## src/rtl/uart_tx_scheduler_pkg.sv

```systemverilog
// uart_tx_scheduler_pkg: shared state encoding and widths for the UART TX scheduler.
package uart_tx_scheduler_pkg;
  localparam int GRANT_W = 3;
  localparam int DATA_W_DEF = 8;
  typedef enum logic [2:0] {
    IDLE      = 3'd0,
    START     = 3'd1,
    WAIT_DONE = 3'd2,
    ACK       = 3'd3,
    RECOVER   = 3'd4
  } state_e;
endpackage

```

## src/rtl/uart_tx_scheduler_sync.sv

```systemverilog
// uart_tx_scheduler_sync: multi-flop synchroniser for single-bit tx_clock-domain status.
module uart_tx_scheduler_sync #(
  parameter int STAGES = 2
) (
  input  logic i_clk,
  input  logic i_rst_n,
  input  logic i_d,
  output logic o_q
);
  logic [STAGES-1:0] r_chain;
  always_ff @(posedge i_clk or negedge i_rst_n) begin
    if (!i_rst_n) r_chain <= '0;
    else r_chain <= {r_chain[STAGES-2:0], i_d};
  end
  assign o_q = r_chain[STAGES-1];
endmodule

```

## src/rtl/uart_tx_scheduler.sv

```systemverilog
// uart_tx_scheduler: round-robin sharing of one UART transmitter between byte sources.
module uart_tx_scheduler
  import uart_tx_scheduler_pkg::*;
#(
  parameter int NUM_REQ     = 2,
  parameter int DATA_W      = DATA_W_DEF,
  parameter int TIMEOUT_CYC = 1048576,
  parameter int SYNC_STAGES = 2
) (
  input  logic                      main_clock,
  input  logic                      reset_all,
  input  logic [NUM_REQ-1:0]        req,
  input  logic [NUM_REQ*DATA_W-1:0] req_data,
  output logic [NUM_REQ-1:0]        ack,
  output logic                      err,
  output logic [GRANT_W-1:0]        grant_id,
  output logic                      busy,
  output logic [DATA_W-1:0]         tx_data,
  output logic                      tx_start,
  input  logic                      tx_free,
  input  logic                      tx_done
);
  localparam int TW = TIMEOUT_CYC > 1 ? $clog2(TIMEOUT_CYC) : 1;
  function automatic logic [GRANT_W-1:0] f_pick(input logic [NUM_REQ-1:0] r, input logic [GRANT_W-1:0] last);
    logic [GRANT_W-1:0] p;
    logic [NUM_REQ-1:0] sh;
    int idx;
    p = '0;
    for (int k = NUM_REQ; k >= 1; k--) begin
      idx = (int'(last) + k) % NUM_REQ;
      sh = r >> idx;
      if (sh[0]) p = GRANT_W'(idx);
    end
    return p;
  endfunction
  state_e r_state, w_next;
  logic [TW-1:0] r_timer;
  logic [GRANT_W-1:0] r_grant, r_last, w_pick;
  logic [DATA_W-1:0] r_tx_data;
  logic [NUM_REQ-1:0] r_ack;
  logic [NUM_REQ*DATA_W-1:0] w_bytes;
  logic r_tx_start, r_err, r_free_d, r_done_d;
  logic w_free_s, w_done_s, w_free_r, w_done_r, w_timeout;
  uart_tx_scheduler_sync #(.STAGES(SYNC_STAGES)) u_sync_free (
    .i_clk(main_clock), .i_rst_n(reset_all), .i_d(tx_free), .o_q(w_free_s)
  );
  uart_tx_scheduler_sync #(.STAGES(SYNC_STAGES)) u_sync_done (
    .i_clk(main_clock), .i_rst_n(reset_all), .i_d(tx_done), .o_q(w_done_s)
  );
  assign w_free_r = w_free_s & ~r_free_d;
  assign w_done_r = w_done_s & ~r_done_d;
  assign w_pick   = f_pick(req, r_last);
  assign w_bytes  = req_data >> (int'(w_pick) * DATA_W);
  always_comb begin
    w_timeout = (r_state == START || r_state == WAIT_DONE) && r_timer == TW'(TIMEOUT_CYC - 1);
    w_next = r_state;
    unique case (r_state)
      IDLE:      w_next = (|req && w_free_s) ? START : IDLE;
      START:     w_next = w_timeout ? RECOVER : (!w_free_s ? WAIT_DONE : START);
      WAIT_DONE: w_next = w_timeout ? RECOVER : ((w_done_r || w_free_r) ? ACK : WAIT_DONE);
      ACK:       w_next = IDLE;
      RECOVER:   w_next = w_free_s ? IDLE : RECOVER;
      default:   w_next = IDLE;
    endcase
  end
  // tx_start follows the START state one cycle late so it drops the cycle the FSM leaves START
  always_ff @(posedge main_clock or negedge reset_all) begin
    if (!reset_all) begin
      r_state    <= IDLE;
      r_timer    <= '0;
      r_grant    <= '0;
      r_last     <= GRANT_W'(NUM_REQ - 1);
      r_tx_data  <= '0;
      r_tx_start <= 1'b0;
      r_ack      <= '0;
      r_err      <= 1'b0;
      r_free_d   <= 1'b0;
      r_done_d   <= 1'b0;
    end else begin
      r_state    <= w_next;
      r_timer    <= (w_next != r_state) ? '0 : ((r_state == START || r_state == WAIT_DONE) ? r_timer + 1'b1 : r_timer);
      r_tx_start <= r_state == START && w_next == START;
      r_ack      <= (w_next == ACK) ? NUM_REQ'(1) << r_grant : '0;
      r_err      <= w_timeout;
      r_free_d   <= w_free_s;
      r_done_d   <= w_done_s;
      if (r_state == IDLE && w_next == START) begin
        r_tx_data <= w_bytes[DATA_W-1:0];
        r_grant   <= w_pick;
      end
      if (r_state == ACK) r_last <= r_grant;
    end
  end
  assign ack      = r_ack;
  assign err      = r_err;
  assign grant_id = r_grant;
  assign busy     = r_state != IDLE;
  assign tx_data  = r_tx_data;
  assign tx_start = r_tx_start;
endmodule

```

## config.mk

```make
export PLATFORM = sky130hd
export DESIGN_NAME = uart_tx_scheduler
export DESIGN_NICKNAME = d
export VERILOG_FILES = /design/src/rtl/uart_tx_scheduler_pkg.sv /design/src/rtl/uart_tx_scheduler_sync.sv /design/src/rtl/uart_tx_scheduler.sv
export SDC_FILE = /design/constraint.sdc
export NUM_CORES = 1
export LEC_CHECK = 0
export ABC_AREA = 1
export CAP_MARGIN = 5
export CORE_MARGIN = 1
export CORE_UTILIZATION = 31
export DETAILED_ROUTE_END_ITERATION = 16
export DONT_BUFFER_PORTS = 1
export HOLD_SLACK_MARGIN = 0.05
export PLACE_DENSITY = 0.5
export RECOVER_POWER = 50
export SYNTH_ARGS = -nofsm -noshare
export SYNTH_HDL_FRONTEND = slang
export SYNTH_SLANG_ARGS = --single-unit
```

## constraint.sdc

```tcl
create_clock -name main_clock -period 2.16 [get_ports main_clock]
set_clock_uncertainty 0.15 [all_clocks]
set_input_delay 0.324 -clock main_clock [delete_from_list [all_inputs] [get_ports main_clock]]
set_output_delay 0.324 -clock main_clock [all_outputs]
set_load 0.05 [all_outputs]
```

==> impl_results.rst <==
.. list-table::
   :header-rows: 1

   * - Metric
     - Value
   * - Start-to-end type of the worst setup path
     - reg -> reg
   * - Placement Setup Slack
     - 0.176 ns
   * - Global placement routability congestion
     - 0.752
   * - Summed instance area of the synthesized netlist
     - 2220 µm²
   * - Distinct cells, synth
     - 31
   * - Layout net count
     - 308
   * - Post-place instance area
     - 2340 µm²
   * - Required time at the worst-slack endpoint
     - 2.23 ns
   * - Flop and latch count out of synthesis
     - 43
   * - Standard cell core area
     - 6870 µm²
   * - Worst Reg-to-Reg Cells
     - 13
   * - Routed WL per cell
     - 11.7 µm
   * - Total number of placement rows
     - 30
   * - Worst reg2reg endpoint
     - r_timer[11]$_DFFE_PN0P_
   * - Vias in the first global route
     - 1695
   * - Finished layout cell area
     - 2640 µm²
   * - Cell accounting for the most synthesized area
     - sky130_fd_sc_hd__dfrtp_1
   * - Die X
     - 86.6 µm
   * - Power, Total
     - 2.77 mW
   * - Most common library cells after synthesis
     - sky130_fd_sc_hd__nand2_1, sky130_fd_sc_hd__dfrtp_1, sky130_fd_sc_hd__inv_1, sky130_fd_sc_hd__nor2_2, sky130_fd_sc_hd__nor2_1
   * - Crit path time final
     - 1.96 ns
   * - Startpoint class of the critical path
     - flip-flop
   * - Total CTS buffers
     - 5
   * - Run status
     - completed
   * - Total instance count after detailed placement
     - 352
   * - FF-to-FF Start
     - r_timer[0]$_DFFE_PN0P_
   * - Crit-path max FO
     - 20
   * - Clk pin slew, worst setup/hold paths
     - 0.09 ns
   * - Pin count of the biggest net entering global routing
     - 44
   * - Mean post-synth cell area
     - 8.64 µm²
   * - Count of flip-flops with a built-in enable after synthesis
     - 0
   * - Kind of capture point of the worst setup path
     - flip-flop
   * - Max Buffers Root-to-Sink
     - 2
   * - Non-filler cells, final
     - 382
   * - Routed WL
     - 4450 µm
   * - Path class of the lowest-slack min-delay path
     - reg -> reg
   * - Height of the die
     - 86.6 µm
   * - Fin crit share
     - 90.8%
   * - Crit path to
     - r_timer[11]$_DFFE_PN0P_
   * - Share of the synthesized area in the top cell type
     - 47.3%
   * - Residual DRC count
     - 0
   * - Number of violations of the max-capacitance limit
     - 0
   * - Power Density
     - 1050 nW/µm²
   * - Synth top area cells
     - sky130_fd_sc_hd__dfrtp_1, sky130_fd_sc_hd__nand2_1, sky130_fd_sc_hd__nor2_2, sky130_fd_sc_hd__inv_1, sky130_fd_sc_hd__xor2_1
   * - Start point of the critical path
     - r_timer[0]$_DFFE_PN0P_
   * - Number of DRC markers after the initial detailed-route iteration
     - 62
   * - Number of warnings issued by yosys
     - 0
   * - Layout area overhead
     - 18.9%
   * - Placed wire-length estimate
     - 2930 µm
   * - Total of endpoints with negative setup slack in the final report
     - 0
   * - Floorplan die area
     - 7510 µm²
   * - Clock sink count
     - 43
   * - Post-route ant nets
     - 0
   * - Clock tree from TritonCTS
     - done
   * - Fmax
     - 0.510 GHz
   * - Hold_sp
     - u_sync_free.r_chain[0]$_DFF_PN0_
   * - Total global routing overflow
     - 0
   * - Most used flip-flop cell after synthesis
     - sky130_fd_sc_hd__dfrtp_1
   * - Leakage power
     - 1.19 nW
   * - Depth of the worst hold-timing path
     - 0
   * - Final WS setup
     - 0.199 ns
   * - Starting utilization of the core area
     - 32.3%
   * - Remaining max-slew budget at the tightest pin
     - 28.2%
   * - Worst IR Drop VDD
     - 880 µV
   * - Number of antenna violations at the first check in global routing
     - 0
   * - Count of vias placed by the detailed router
     - 1662
   * - Final-layout setup total negative slack
     - 0 ns
   * - Number of instances in the synthesized netlist
     - 257
   * - Max-slew violation count
     - 0
   * - Gr usage total
     - 13.3%
   * - H-tree depth
     - 2
   * - Ratio of routed vias to standard cells
     - 4.35
   * - Total I/O pin count
     - 38
   * - Insertion delay of the later-clocked pin in the worst-skew pair
     - 0.30 ns
   * - Fraction of layout instances using a drive strength above 1
     - 20.3%
   * - # diodes
     - 0
   * - Initial DRT Pass Iterations
     - 4
   * - Port Buf Inserts
     - 0
   * - Worst-margin pin slew
     - 1.08 ns
   * - Global-route wire length before repair
     - 7850 µm
   * - Dominant cell by count in the synthesized netlist
     - sky130_fd_sc_hd__nand2_1
   * - Hold Fails Final Rpt
     - 0
   * - Part of the Yosys area used for sequential elements
     - 48.5%
   * - Setup slack on the worst flop-to-flop path
     - 0.20 ns
   * - Setup repair after global routing missed its margin
     - no
   * - Fraction of synthesis flops using an asynchronous set or reset pin
     - 100%
   * - Arrival time at the worst endpoint
     - 2.03 ns
   * - Library cell used as clock root buffer
     - sky130_fd_sc_hd__clkbuf_8
routing by layer:
layer  global-route usage, %  wire [µm]  vias to the layer above
li1                        -          -                      850
met1                    17.2       2130                      765
met2                    22.5       2110                       45
met3                    3.71        202                        2
met4                    2.58         14                        0
met5                       0          0                        -
logic make-up (layout without fill, tap and decap cells):
| family | after synthesis | in the layout | share of synthesized area [%] |
|---|---|---|---|
| buf+inv | 44 | 72 | 8.45 |
| compound gates | 15 | 15 | 4.23 |
| other cells | 1 | 2 | 0.169 |
| flops | 43 | 43 | 48.5 |
| fa+ha+maj | 1 | 1 | 0.563 |
| simple gates | 136 | 136 | 31.3 |
| xor+xnor | 16 | 16 | 6.31 |
| mux | 1 | 1 | 0.451 |
critical path, stage by stage, from the launching register on:
cell and delay [ns]:
sky130_fd_sc_hd__dfrtp_1 0.41, sky130_fd_sc_hd__ha_1 0.22, sky130_fd_sc_hd__nand3_1 0.17, sky130_fd_sc_hd__inv_1 0.06
sky130_fd_sc_hd__nand2_1 0.09, sky130_fd_sc_hd__inv_1 0.05, sky130_fd_sc_hd__nand3_1 0.07, sky130_fd_sc_hd__o211ai_1 0.11
sky130_fd_sc_hd__nand2_1 0.08, sky130_fd_sc_hd__nand2_1 0.05, sky130_fd_sc_hd__nor2_1 0.10, sky130_fd_sc_hd__nand2_2 0.08
sky130_fd_sc_hd__buf_12 0.16, sky130_fd_sc_hd__nor2_2 0.08
sequential cells by signal (all words and copies together), names as in the netlist:
signal / flops
err: 1
r_free_d: 1
grant_id: 1
u_sync_done.r_chain: 2
r_last: 1
ack: 2
r_state: 3
u_sync_free.r_chain: 2
r_done_d: 1
r_timer: 20
tx_start: 1
tx_data: 8
cell usage in the layout (no fill, tap or decap), types with 2 or more instances in the layout:
master                          instances
sky130_fd_sc_hd__xnor2_1                3
sky130_fd_sc_hd__nor3_1                 2
sky130_fd_sc_hd__inv_2                  3
sky130_fd_sc_hd__nor4_1                 2
sky130_fd_sc_hd__nand3_2                4
sky130_fd_sc_hd__a31oi_1                8
sky130_fd_sc_hd__o31ai_1                2
sky130_fd_sc_hd__clkbuf_8               5
sky130_fd_sc_hd__nor2_1                21
sky130_fd_sc_hd__nor2_2                22
sky130_fd_sc_hd__dlygate4sd3_1         19
sky130_fd_sc_hd__xor2_1                13
sky130_fd_sc_hd__nand3_1                7
sky130_fd_sc_hd__nand4_1                5
sky130_fd_sc_hd__o21ai_0                3
sky130_fd_sc_hd__nand2_1               58
sky130_fd_sc_hd__nor2_4                 4
sky130_fd_sc_hd__nand2_2                7
sky130_fd_sc_hd__nor3_2                 2
sky130_fd_sc_hd__buf_4                  4
sky130_fd_sc_hd__inv_1                 35
sky130_fd_sc_hd__dfrtp_1               42
sky130_fd_sc_hd__conb_1                 2
report_power, final:
group,switching (mW),leakage [nW],internal (mW)
logic,0.565,0.590,0.301
registers,0.450,0.555,0.943
clock network,0.283,0.0452,0.229
total,1.30,1.19,1.47
per-stage QoR:
step                      util [%]  hold WS [ns]
after global routing          38.4         0.209
final                         38.4         0.204
after detailed placement      34.0        -0.120
after floorplan                  -        -0.122
after global placement        34.0        -0.120
after CTS                     38.5         0.208
worst min-delay path by stage:
stage,end,slack [ns]
6_report,u_sync_free.r_chain[1]$_DFF_PN0_,0.20
5_1_grt,u_sync_free.r_chain[1]$_DFF_PN0_,0.21
4_1_cts,u_sync_free.r_chain[1]$_DFF_PN0_,0.21
3_5_place_dp,r_timer[17]$_DFFE_PN0P_,-0.12
3_3_place_gp,r_timer[17]$_DFFE_PN0P_,-0.12
2_1_floorplan,ack[0]$_DFF_PN0_,-0.12
cell type report:
class | instances | area, µm²
well taps | 96 | 120
clock buffers | 6 | 72.6
flip-flops and latches | 43 | 1080
fillers | 688 | 4230
multi-input cells | 171 | 965
inverters | 39 | 146
clock inverters | 2 | 13.8
repair buffers | 25 | 245
repair_timing:
action                                  in CTS  in global routing
endpoints found under the hold margin       53                  0
buffers inserted                             0                  2
endpoints found under the setup margin       0                 20
gates resized for setup                      0                  1
hold buffers                                20                  0
Note: power is estimated with default switching activity, not from simulation.
